### config.mk
export PLATFORM = sky130hd
export DESIGN_NAME = eth_tx_fcs_ctrl
export DESIGN_NICKNAME = d
export VERILOG_FILES = /design/src/rtl/eth_tx_fcs_ctrl_pkg.sv /design/src/rtl/eth_tx_fcs_ctrl_crc32_byte_step.sv /design/src/rtl/eth_tx_fcs_ctrl.sv
export SDC_FILE = /design/constraint.sdc
export NUM_CORES = 1
export LEC_CHECK = 0
export CAP_MARGIN = 20
export CORE_MARGIN = 2
export CORE_UTILIZATION = 25
export CTS_CLUSTER_SIZE = 24
export DETAILED_ROUTE_END_ITERATION = 16
export SLEW_MARGIN = 10
export SYNTH_ARGS = -nofsm -noshare
export SYNTH_HDL_FRONTEND = slang
export SYNTH_SLANG_ARGS = --single-unit
### constraint.sdc
create_clock -name clk -period 2.65 [get_ports clk]
set_input_delay 0.265 -clock clk [delete_from_list [all_inputs] [get_ports clk]]
set_output_delay 0.265 -clock clk [all_outputs]
set_load 0.01 [all_outputs]
### src/rtl/eth_tx_fcs_ctrl_pkg.sv
// eth_tx_fcs_ctrl_pkg: shared types, CRC-32 constants and bit-reflect / byte-step helpers.
// Contents: state_t (FSM encoding), datalen, crc_len, crc_poly, crc_init,
//           reflect8, reflect32 and crc_step (one MSB-first CRC-32 byte update).
package eth_tx_fcs_ctrl_pkg;

    localparam int datalen = 8;
    localparam int crc_len = 32;
    localparam logic [crc_len-1:0] crc_poly = 32'h04C1_1DB7;
    localparam logic [crc_len-1:0] crc_init = 32'hFFFF_FFFF;

    typedef enum logic [1:0] {
        ST_IDLE,
        ST_DATA,
        ST_PAD,
        ST_FCS
    } state_t;

    function automatic logic [datalen-1:0] reflect8(input logic [datalen-1:0] b);
        logic [datalen-1:0] r;
        for (int i = 0; i < datalen; i++) r[i] = b[datalen-1-i];
        return r;
    endfunction

    function automatic logic [crc_len-1:0] reflect32(input logic [crc_len-1:0] v);
        logic [crc_len-1:0] r;
        for (int i = 0; i < crc_len; i++) r[i] = v[crc_len-1-i];
        return r;
    endfunction

    // Ethernet sends bytes LSB first, so each byte is reflected before the MSB-first fold.
    function automatic logic [crc_len-1:0] crc_step(input logic [crc_len-1:0] acc,
                                                    input logic [datalen-1:0] b);
        logic [crc_len-1:0] c;
        c = acc ^ {reflect8(b), 24'h0};
        for (int i = 0; i < datalen; i++) c = c[crc_len-1] ? ((c << 1) ^ crc_poly) : (c << 1);
        return c;
    endfunction

endpackage

### src/rtl/eth_tx_fcs_ctrl_crc32_byte_step.sv
// eth_tx_fcs_ctrl_crc32_byte_step: combinational CRC-32 update of a 32-bit accumulator by one byte.
// Ports: crc_in (current accumulator), data (byte to fold in), crc_out (next accumulator).
module eth_tx_fcs_ctrl_crc32_byte_step
    import eth_tx_fcs_ctrl_pkg::*;
(
    input  logic [crc_len-1:0] crc_in,
    input  logic [datalen-1:0] data,
    output logic [crc_len-1:0] crc_out
);

    assign crc_out = crc_step(crc_in, data);

endmodule

### src/rtl/eth_tx_fcs_ctrl.sv
// eth_tx_fcs_ctrl: TX frame sequencer -- passes payload, pads short frames, appends CRC-32 FCS.
// Parameters: MIN_FRAME (pad target, bytes excl. FCS), MAX_FRAME (oversize threshold).
// Build option: define ETH_TX_PAD_EN to enable zero padding up to MIN_FRAME.
// Ports: clk, rst (sync, active high);
//        s_data/s_valid/s_last/s_ready  payload stream in;
//        m_data/m_valid/m_last/m_ready  byte stream out (m_last on final FCS byte);
//        frame_done   one-cycle pulse after the last FCS byte is accepted;
//        oversize_err one-cycle pulse with frame_done when payload exceeded MAX_FRAME;
//        byte_cnt     payload+pad bytes emitted in the current frame (saturates at 4095).
module eth_tx_fcs_ctrl
    import eth_tx_fcs_ctrl_pkg::*;
#(
    parameter int MIN_FRAME = 60,
    parameter int MAX_FRAME = 1514
) (
    input  logic               clk,
    input  logic               rst,
    input  logic [datalen-1:0] s_data,
    input  logic               s_valid,
    input  logic               s_last,
    output logic               s_ready,
    output logic [datalen-1:0] m_data,
    output logic               m_valid,
    output logic               m_last,
    input  logic               m_ready,
    output logic               frame_done,
    output logic               oversize_err,
    output logic [11:0]        byte_cnt
);

`ifdef ETH_TX_PAD_EN
    localparam logic pad_en = 1'b1;
`else
    localparam logic pad_en = 1'b0;
`endif
    localparam logic [11:0] min_c = (MIN_FRAME > 4095) ? 12'hFFF : 12'(MIN_FRAME);
    localparam logic [11:0] max_c = (MAX_FRAME > 4095) ? 12'hFFF : 12'(MAX_FRAME);

    state_t             state_q, state_d;
    logic [datalen-1:0] m_data_q, m_data_d;
    logic               m_valid_q, m_valid_d;
    logic               m_last_q, m_last_d;
    logic               done_q, done_d;
    logic               ovf_q, ovf_d;
    logic               err_q, err_d;
    logic [11:0]        cnt_q, cnt_d;
    logic [crc_len-1:0] crc_q, crc_d;
    logic [1:0]         fcs_idx_q, fcs_idx_d;

    logic               load;
    logic [11:0]        cnt_inc;
    logic [datalen-1:0] byte_in;
    logic [crc_len-1:0] crc_next;
    logic [crc_len-1:0] fcs;
    logic [datalen-1:0] fcs_byte;

    // The output stage may take a new byte when empty or drained this cycle.
    assign load     = !m_valid_q || m_ready;
    assign s_ready  = (state_q == ST_DATA) && load;
    assign cnt_inc  = (cnt_q == 12'hFFF) ? cnt_q : cnt_q + 12'd1;
    assign byte_in  = (state_q == ST_PAD) ? '0 : s_data;
    assign fcs      = ~reflect32(crc_q);
    assign fcs_byte = fcs[{fcs_idx_q, 3'b000} +: datalen];

    eth_tx_fcs_ctrl_crc32_byte_step u_step (
        .crc_in  (crc_q),
        .data    (byte_in),
        .crc_out (crc_next)
    );

    always_comb begin
        state_d   = state_q;
        m_data_d  = m_data_q;
        m_valid_d = m_valid_q;
        m_last_d  = m_last_q;
        err_d     = err_q;
        cnt_d     = cnt_q;
        crc_d     = crc_q;
        fcs_idx_d = fcs_idx_q;
        done_d    = 1'b0;
        ovf_d     = 1'b0;
        case (state_q)
            ST_IDLE: begin
                cnt_d     = '0;
                crc_d     = crc_init;
                err_d     = 1'b0;
                fcs_idx_d = '0;
                state_d   = s_valid ? ST_DATA : ST_IDLE;
            end
            ST_DATA: if (load) begin
                m_valid_d = s_valid;
                m_last_d  = 1'b0;
                if (s_valid) begin
                    m_data_d = s_data;
                    crc_d    = crc_next;
                    cnt_d    = cnt_inc;
                    err_d    = err_q || (cnt_inc > max_c);
                    // With padding compiled out pad_en is 0 and ST_PAD is unreachable.
                    if (s_last) state_d = (pad_en && (cnt_inc < min_c)) ? ST_PAD : ST_FCS;
                end
            end
            ST_PAD: if (load) begin
                m_valid_d = 1'b1;
                m_last_d  = 1'b0;
                m_data_d  = '0;
                crc_d     = crc_next;
                cnt_d     = cnt_inc;
                state_d   = (cnt_inc >= min_c) ? ST_FCS : ST_PAD;
            end
            ST_FCS: if (load) begin
                if (m_valid_q && m_last_q) begin
                    m_valid_d = 1'b0;
                    m_last_d  = 1'b0;
                    m_data_d  = '0;
                    done_d    = 1'b1;
                    ovf_d     = err_q;
                    state_d   = ST_IDLE;
                end else begin
                    m_valid_d = 1'b1;
                    m_data_d  = fcs_byte;
                    m_last_d  = (fcs_idx_q == 2'd3);
                    fcs_idx_d = fcs_idx_q + 2'd1;
                end
            end
            default: state_d = ST_IDLE;
        endcase
    end

    always_ff @(posedge clk) begin
        if (rst) begin
            state_q   <= ST_IDLE;
            m_data_q  <= '0;
            m_valid_q <= 1'b0;
            m_last_q  <= 1'b0;
            done_q    <= 1'b0;
            ovf_q     <= 1'b0;
            err_q     <= 1'b0;
            cnt_q     <= '0;
            crc_q     <= crc_init;
            fcs_idx_q <= '0;
        end else begin
            state_q   <= state_d;
            m_data_q  <= m_data_d;
            m_valid_q <= m_valid_d;
            m_last_q  <= m_last_d;
            done_q    <= done_d;
            ovf_q     <= ovf_d;
            err_q     <= err_d;
            cnt_q     <= cnt_d;
            crc_q     <= crc_d;
            fcs_idx_q <= fcs_idx_d;
        end
    end

    assign m_data       = m_data_q;
    assign m_valid      = m_valid_q;
    assign m_last       = m_last_q;
    assign frame_done   = done_q;
    assign oversize_err = ovf_q;
    assign byte_cnt     = cnt_q;

endmodule

[Word level (Yosys, flattened, before mapping)]
Cells that the tools add are included.
Word-level totals
  bits in registers: 61
  input bits: 13
  output and inout bits: 25
Operators by class
  muxes and demuxes: 49
  shifts and indexed selects: 1
  magnitude comparators: 2
  reduce and logical (&&, ||, !) cells: 21
  add/subtract/negate cells: 2
  equality and inequality tests: 13
  bitwise logic cells: 13
Operators by type and width (number)
  $mux W27: 8
  $not A14 Y14: 8
  $mux W32: 3
  $pmux W32 S3: 1
  $mux W12: 4
  $mux W8: 6
  $pmux W12 S3: 1
  $not A32 Y32: 1
  $shiftx A32 B6 Y8: 1
  $xor A32 B32 Y32: 1
  $pmux W8 S3: 1
  $mux W2: 8
  $ne A2 B2 Y1 const B: 7
  $add A12 B1 Y12 const B: 1
  $eq A12 B12 Y1 const B: 1
  $ge A12 B6 Y1 const B: 1
  $gt A12 B11 Y1 const B: 1
  $mux W1: 12
  $reduce_and A3 Y1: 3
  $pmux W2 S4: 1
  $reduce_and A4 Y1: 2
  $eq A2 B2 Y1 const B: 3
  $reduce_and A6 Y1: 1
  $reduce_bool A2 Y1: 3
  16 further kinds: 22

[Depth between registers and ports, before layout]
Gate-level depths: netlist (run 1).
  word-level depth: 22
  mapped depth: 11

[Modules after synthesis]
A second synthesis (run 1) with hierarchy kept.
Unflattened totals
  cell total of the unflattened synthesis: 466
  area, all modules: 4062.6 um^2
By module, submodules not included
  eth_tx_fcs_ctrl: sequential area each 1221.2 um^2, area each 3300.7 um^2, cells each 396, instances 1
  eth_tx_fcs_ctrl_crc32_byte_step: sequential area each 0.0 um^2, area each 762.0 um^2, cells each 70, instances 1

[Least setup slack after synthesis (run 1)]
No wires, ideal clock.
  path type: register -> register
  from: register state_q[0]
  to: register crc_q[11]
  cell stages (with the launch flop): 11
  slack: 0.276 ns
  arrival: 2.245 ns
  setup time: 0.129 ns
  cells stage by stage: dfxtp_1 inv_1 ha_1 buf_6 nor2b_4 xnor2_4 xnor2_2 xnor3_2 xor2_2 nor4_1 a211oi_1
Between the ends
  cells in the longest elaborated chain, start to end: 19
  elaborated cells on any way between the ends: 28
  those cells by class: 5 x eq/ne; 13 x mux; 7 x bitwise; 3 x reduce/logical
RTL lines
  from (decl): RTL line eth_tx_fcs_ctrl.sv:39  | state_t state_q, state_d;
  from (signal assigned): RTL line eth_tx_fcs_ctrl.sv:142  | state_q <= state_d;
  $eq A2 B2 Y1: RTL line eth_tx_fcs_ctrl.sv:61, eth_tx_fcs_ctrl.sv:82
  $mux W8: RTL line eth_tx_fcs_ctrl.sv:61  | assign byte_in = (state_q == ST_PAD) ? '0 : s_data;
  $xor A32 B32 Y32: RTL line eth_tx_fcs_ctrl_pkg.sv:34  | c = acc ^ {reflect8(b), 24'h0};
  $mux W27: RTL line eth_tx_fcs_ctrl_pkg.sv:35  | for (int i = 0; i < datalen; i++) c = c[crc_len-1] ? ((c << 1) ^ crc_poly) : (c << 1);
  $not A14 Y14 (no source line)
  $mux W27 (2 in a row): RTL line eth_tx_fcs_ctrl_pkg.sv:35
  $not A14 Y14 (no source line)
  $mux W27: RTL line eth_tx_fcs_ctrl_pkg.sv:35
  $not A14 Y14 (no source line)
  $mux W27 (2 in a row): RTL line eth_tx_fcs_ctrl_pkg.sv:35
  $not A14 Y14 (no source line)
  $mux W27: RTL line eth_tx_fcs_ctrl_pkg.sv:35
  $not A14 Y14 (no source line)
  $mux W27: RTL line eth_tx_fcs_ctrl_pkg.sv:35
  $mux W32: RTL line eth_tx_fcs_ctrl.sv:93  | if (s_valid) begin
  $mux W32: RTL line eth_tx_fcs_ctrl.sv:90  | ST_DATA: if (load) begin
  $pmux W32 S3: RTL line eth_tx_fcs_ctrl.sv:82  | case (state_q)
  to (signal assigned): RTL line eth_tx_fcs_ctrl.sv:139  | crc_q <= crc_init;
  to (signal assigned): RTL line eth_tx_fcs_ctrl.sv:150  | crc_q <= crc_d;
  to (decl): RTL line eth_tx_fcs_ctrl.sv:47  | logic [crc_len-1:0] crc_q, crc_d;
Several ways; a longest one is shown, not always the timed one. The select of a mux whose other input is x is not followed.
A chain may end at the register's enable or synchronous reset.

[Final worst setup path (run 1)]
  from: register state_q[0]
  to: register crc_q[8]
Same word-level chain as after synthesis.

==> results of run 1 <==
==> cell usage after synthesis (all sizes together) (11+ instances only) <==
cell type / number / area [µm²]
nand3: 15 / 75.1
a211oi: 11 / 82.6
nand2b: 26 / 163
xnor2: 63 / 619
nor3: 18 / 90.1
clkbuf: 24 / 90.1
a21oi: 43 / 215
dfxtp: 61 / 1220
nand2: 19 / 71.3
nor2: 44 / 165
xor2: 20 / 183
o22ai: 18 / 113
o21ai: 15 / 75.1
==> timing repair <==
| action | 4_1_cts | 5_1_grt |
|---|---|---|
| gates resized for setup | 0 | 1 |
| buffers inserted | 0 | 0 |
| setup endpoints to repair | 0 | 4 |
==> worst min-delay path by stage <==
stage | startpoint | depth (start not counted) | endpoint
floorplan | m_ready | 2 | frame_done
global placement | err_q | 1 | oversize_err
detailed placement | err_q | 1 | oversize_err
CTS | err_q | 1 | oversize_err
global route | err_q | 1 | oversize_err
finish | err_q | 1 | oversize_err
==> power groups by stage <==
stage                     Combinational (µW)  Clock, µW  Sequential (µW)
final                                   4210       1110             1420
after global routing                    4650       1180             1460
after CTS                               4210       1130             1420
after detailed placement                4180          0             1440
after global placement                  4160          0             1430
after floorplan                         3100          0             1400
==> flip-flops by register name, indices dropped and copies added (netlist names) <==
register and count:
byte_cnt 12, crc_q 32, err_q 1, fcs_idx_q 2
frame_done 1, m_data 8, m_last 1, m_valid 1
oversize_err 1, state_q 2
==> cell families (layout without fill, tap and decap cells) <==
family,count (synthesis),after routing
AO/OA/AOI/OAI,111,111
XOR/XNOR,84,84
adder cells (fa/ha/maj),8,8
buffers and inverters,36,81
flip-flops,61,61
multiplexers,9,9
AND/OR/NAND/NOR,157,157
==> metal layers <==
layer  GRT usage  wire (µm)  up-vias
li1            -          -     1709
met1       0.170       4810     1629
met2       0.208       4860       94
met3      0.0299        564       13
met4      0.0493        181        0
met5           0          0        -
==> cell usage in the layout (no fill, tap or decap), types with 11 or more instances in the layout <==
| master | netlist | final |
|---|---|---|
| xor2_1 | 19 | 19 |
| nand3_1 | 15 | 15 |
| a21oi_1 | 43 | 42 |
| nand2_1 | 19 | 19 |
| nand2b_1 | 26 | 26 |
| xnor2_1 | 57 | 57 |
| dfxtp_1 | 61 | 61 |
| clkdlybuf4s50_1 | 0 | 36 |
| nor3_1 | 18 | 18 |
| o22ai_1 | 18 | 18 |
| nor2_1 | 44 | 44 |
| a211oi_1 | 11 | 11 |
| buf_4 | 1 | 22 |
| o21ai_0 | 15 | 15 |
==> through the flow <==
step / hold WS [ps] / utilization
after floorplan: 400 / -
after global placement: 450 / 0.297
after detailed placement: 454 / 0.297
after CTS: 467 / 0.315
after global routing: 489 / 0.315
final: 460 / 0.315
==> final cells by class <==
type / count / area [µm²] / share of cell area
clock buffers: 14 / 274 / 0.0554
clock inverters: 1 / 5.00 / 0.00101
inverters: 6 / 22.5 / 0.00455
multi-input cells: 369 / 2600 / 0.526
flip-flops and latches: 61 / 1220 / 0.247
well taps: 216 / 270 / 0.0546
repair buffers: 60 / 551 / 0.111
==> worst max-delay path: stages (launching register included) <==
cell	delay [ps]
dfxtp_1	350
inv_1	140
ha_2	280
nor2b_4	70
xnor2_4	310
xnor2_2	170
xnor3_2	480
xor2_2	190
nor4_1	290
a211oi_1	70
==> results.yml, run 1 <==
pwr:
  cell_internal_pwr_uw: 3960
  total_switching_power_uw: 2780
  finalPower_uw: 6740
  static-leakage-power_uw: 0.00169
  switching_share: 0.413
  power.clock.fraction: 0.164
  powerDensity_nw_per_um2: 1360
  comb_power_share: 0.625
  pwr-share-seq: 0.211
  ir_worst_vdd_mv: 0.482
critical_path:
  r2r-start: "state_q[0]"
  worst-endpoint-required_ps: 2860
  crit_end: "crc_q[8]"
  worst_setup_path_startpoint: "state_q[0]"
  worstRegToRegCells: 9
  r2r_setup_slack_ps: 170
  worst_ep_arrival_time_ps: 2690
  crit_path_max_fanout: 6
  regToRegEndpoint: "crc_q[8]"
  critPathLaunchType: "flip-flop"
  worst_setup_end_kind: "flip-flop"
  setup.worst_path.class: "flip-flop to flip-flop"
cts:
  numClockSinks: 61
  postCtsHoldBufs: 0
  tritoncts_clock_tree: "done"
  clock_tree.root_cell: "clkbuf_16"
  clock_insertion_delay_worst_skew_ps: 330
  cts_made_buffers: 9
  path_clk_slew_ps: 50
  cts_buffer_depth: 2
  clock_tree.htree_level_count: 3
cells_and_area:
  layout.filler_cells: 1628
  diodes: 0
  final_net_count: 528
  drive_gt1_frac: 0.117
  fin_area_um2: 4950
  area.growth.synth_to_final_pct: 24.6
  layout.cells.non_filler: 727
sta:
  timing.final.setup_violations: 0
  timing.fmax_ghz: 0.404
  clock-skew-final_ps: 4.58
  setup_slack_ps: 173
  tightest_slew_ps: 871
  final-hold-violation-count: 0
  final-max-slew-violation-count: 0
  layout_worst_path_cycle_share: 0.935
  setup_repair_after_global_routing_missed_its_margin: "false"
  timing.final.crit_period_ps: 2480
  relSlewSlack: 0.420
  final_setup_tns_ps: 0
yosys:
  synth_seq_cells: 61
  syn-instance-count: 466
  ys_seq_area_frac: 0.308
  post_synth_fa_ha_maj_area_fraction: 0.0252
  compound_cell_area_share_of_the_yosys_netlist: 0.171
  dominant_combinational_cell_family_by_area_after_synthesis: "XOR/XNOR gates"
  summed_instance_area_of_the_synthesized_netlist_um2: 3970
  number_of_synthesis_warnings: 0
  ys.flop_type: "dfxtp_1"
  avgSynthCellArea_um2: 8.52
  synth.area.mux_share: 0.0482
  synthesized_nets: 487
  share_of_the_synthesized_netlist_area_taken_by_xor_and_xnor_gates: 0.208
  synth_edf_count: 0
  share_of_synthesized_flip_flops_with_an_asynchronous_set_or_reset: 0
  synth_simple_gate_area_share: 0.202
  netlist-cell-type-count: 48
placement:
  place_inst: 712
  placed_wire_length_estimate_um: 7430
  globalplace.congestion: 0.826
  detailed_place.area_um2: 4660
  post_place_setup_slack_ps: 127
  port_buffers: 37
global_route:
  grt_pass1_wl_um: 17200
  initial_antenna_violation_count: 0
  globalRoute.totalOverflow: 0
  first_global_vias: 3405
  largest_net_degree_at_the_start_of_global_routing: 39
  tot_gr_track_use: 0.130
floorplanning:
  core_region_area_um2: 15700
  start_util: 0.253
  die_width_um: 130
  die_area_um2: 16900
  placementRows: 46
  die_h_um: 130
  io_pins: 38
routing:
  drc_errors: 0
  dr.pass1.iters: 5
  totalWireLength_um: 10400
  ant_nets: 0
  route.vias.total: 3445
  via_per_inst: 4.74
  wire_per_inst_um: 14.3
  first_iter_violations: 178
min_path:
  hp-class: "flip-flop to flip-flop"
status:
  run_status: "finished, final reports clean"
run:
  timing.max_cap.violations: 0
Note: power is estimated with default switching activity, not from simulation.
==> inputs of run 2 (changes only) <==
Settings changed: CAP_MARGIN 20 to 10.
==> results of run 2 <==
Final layout, timing and power as in run 1 (identical DEF).
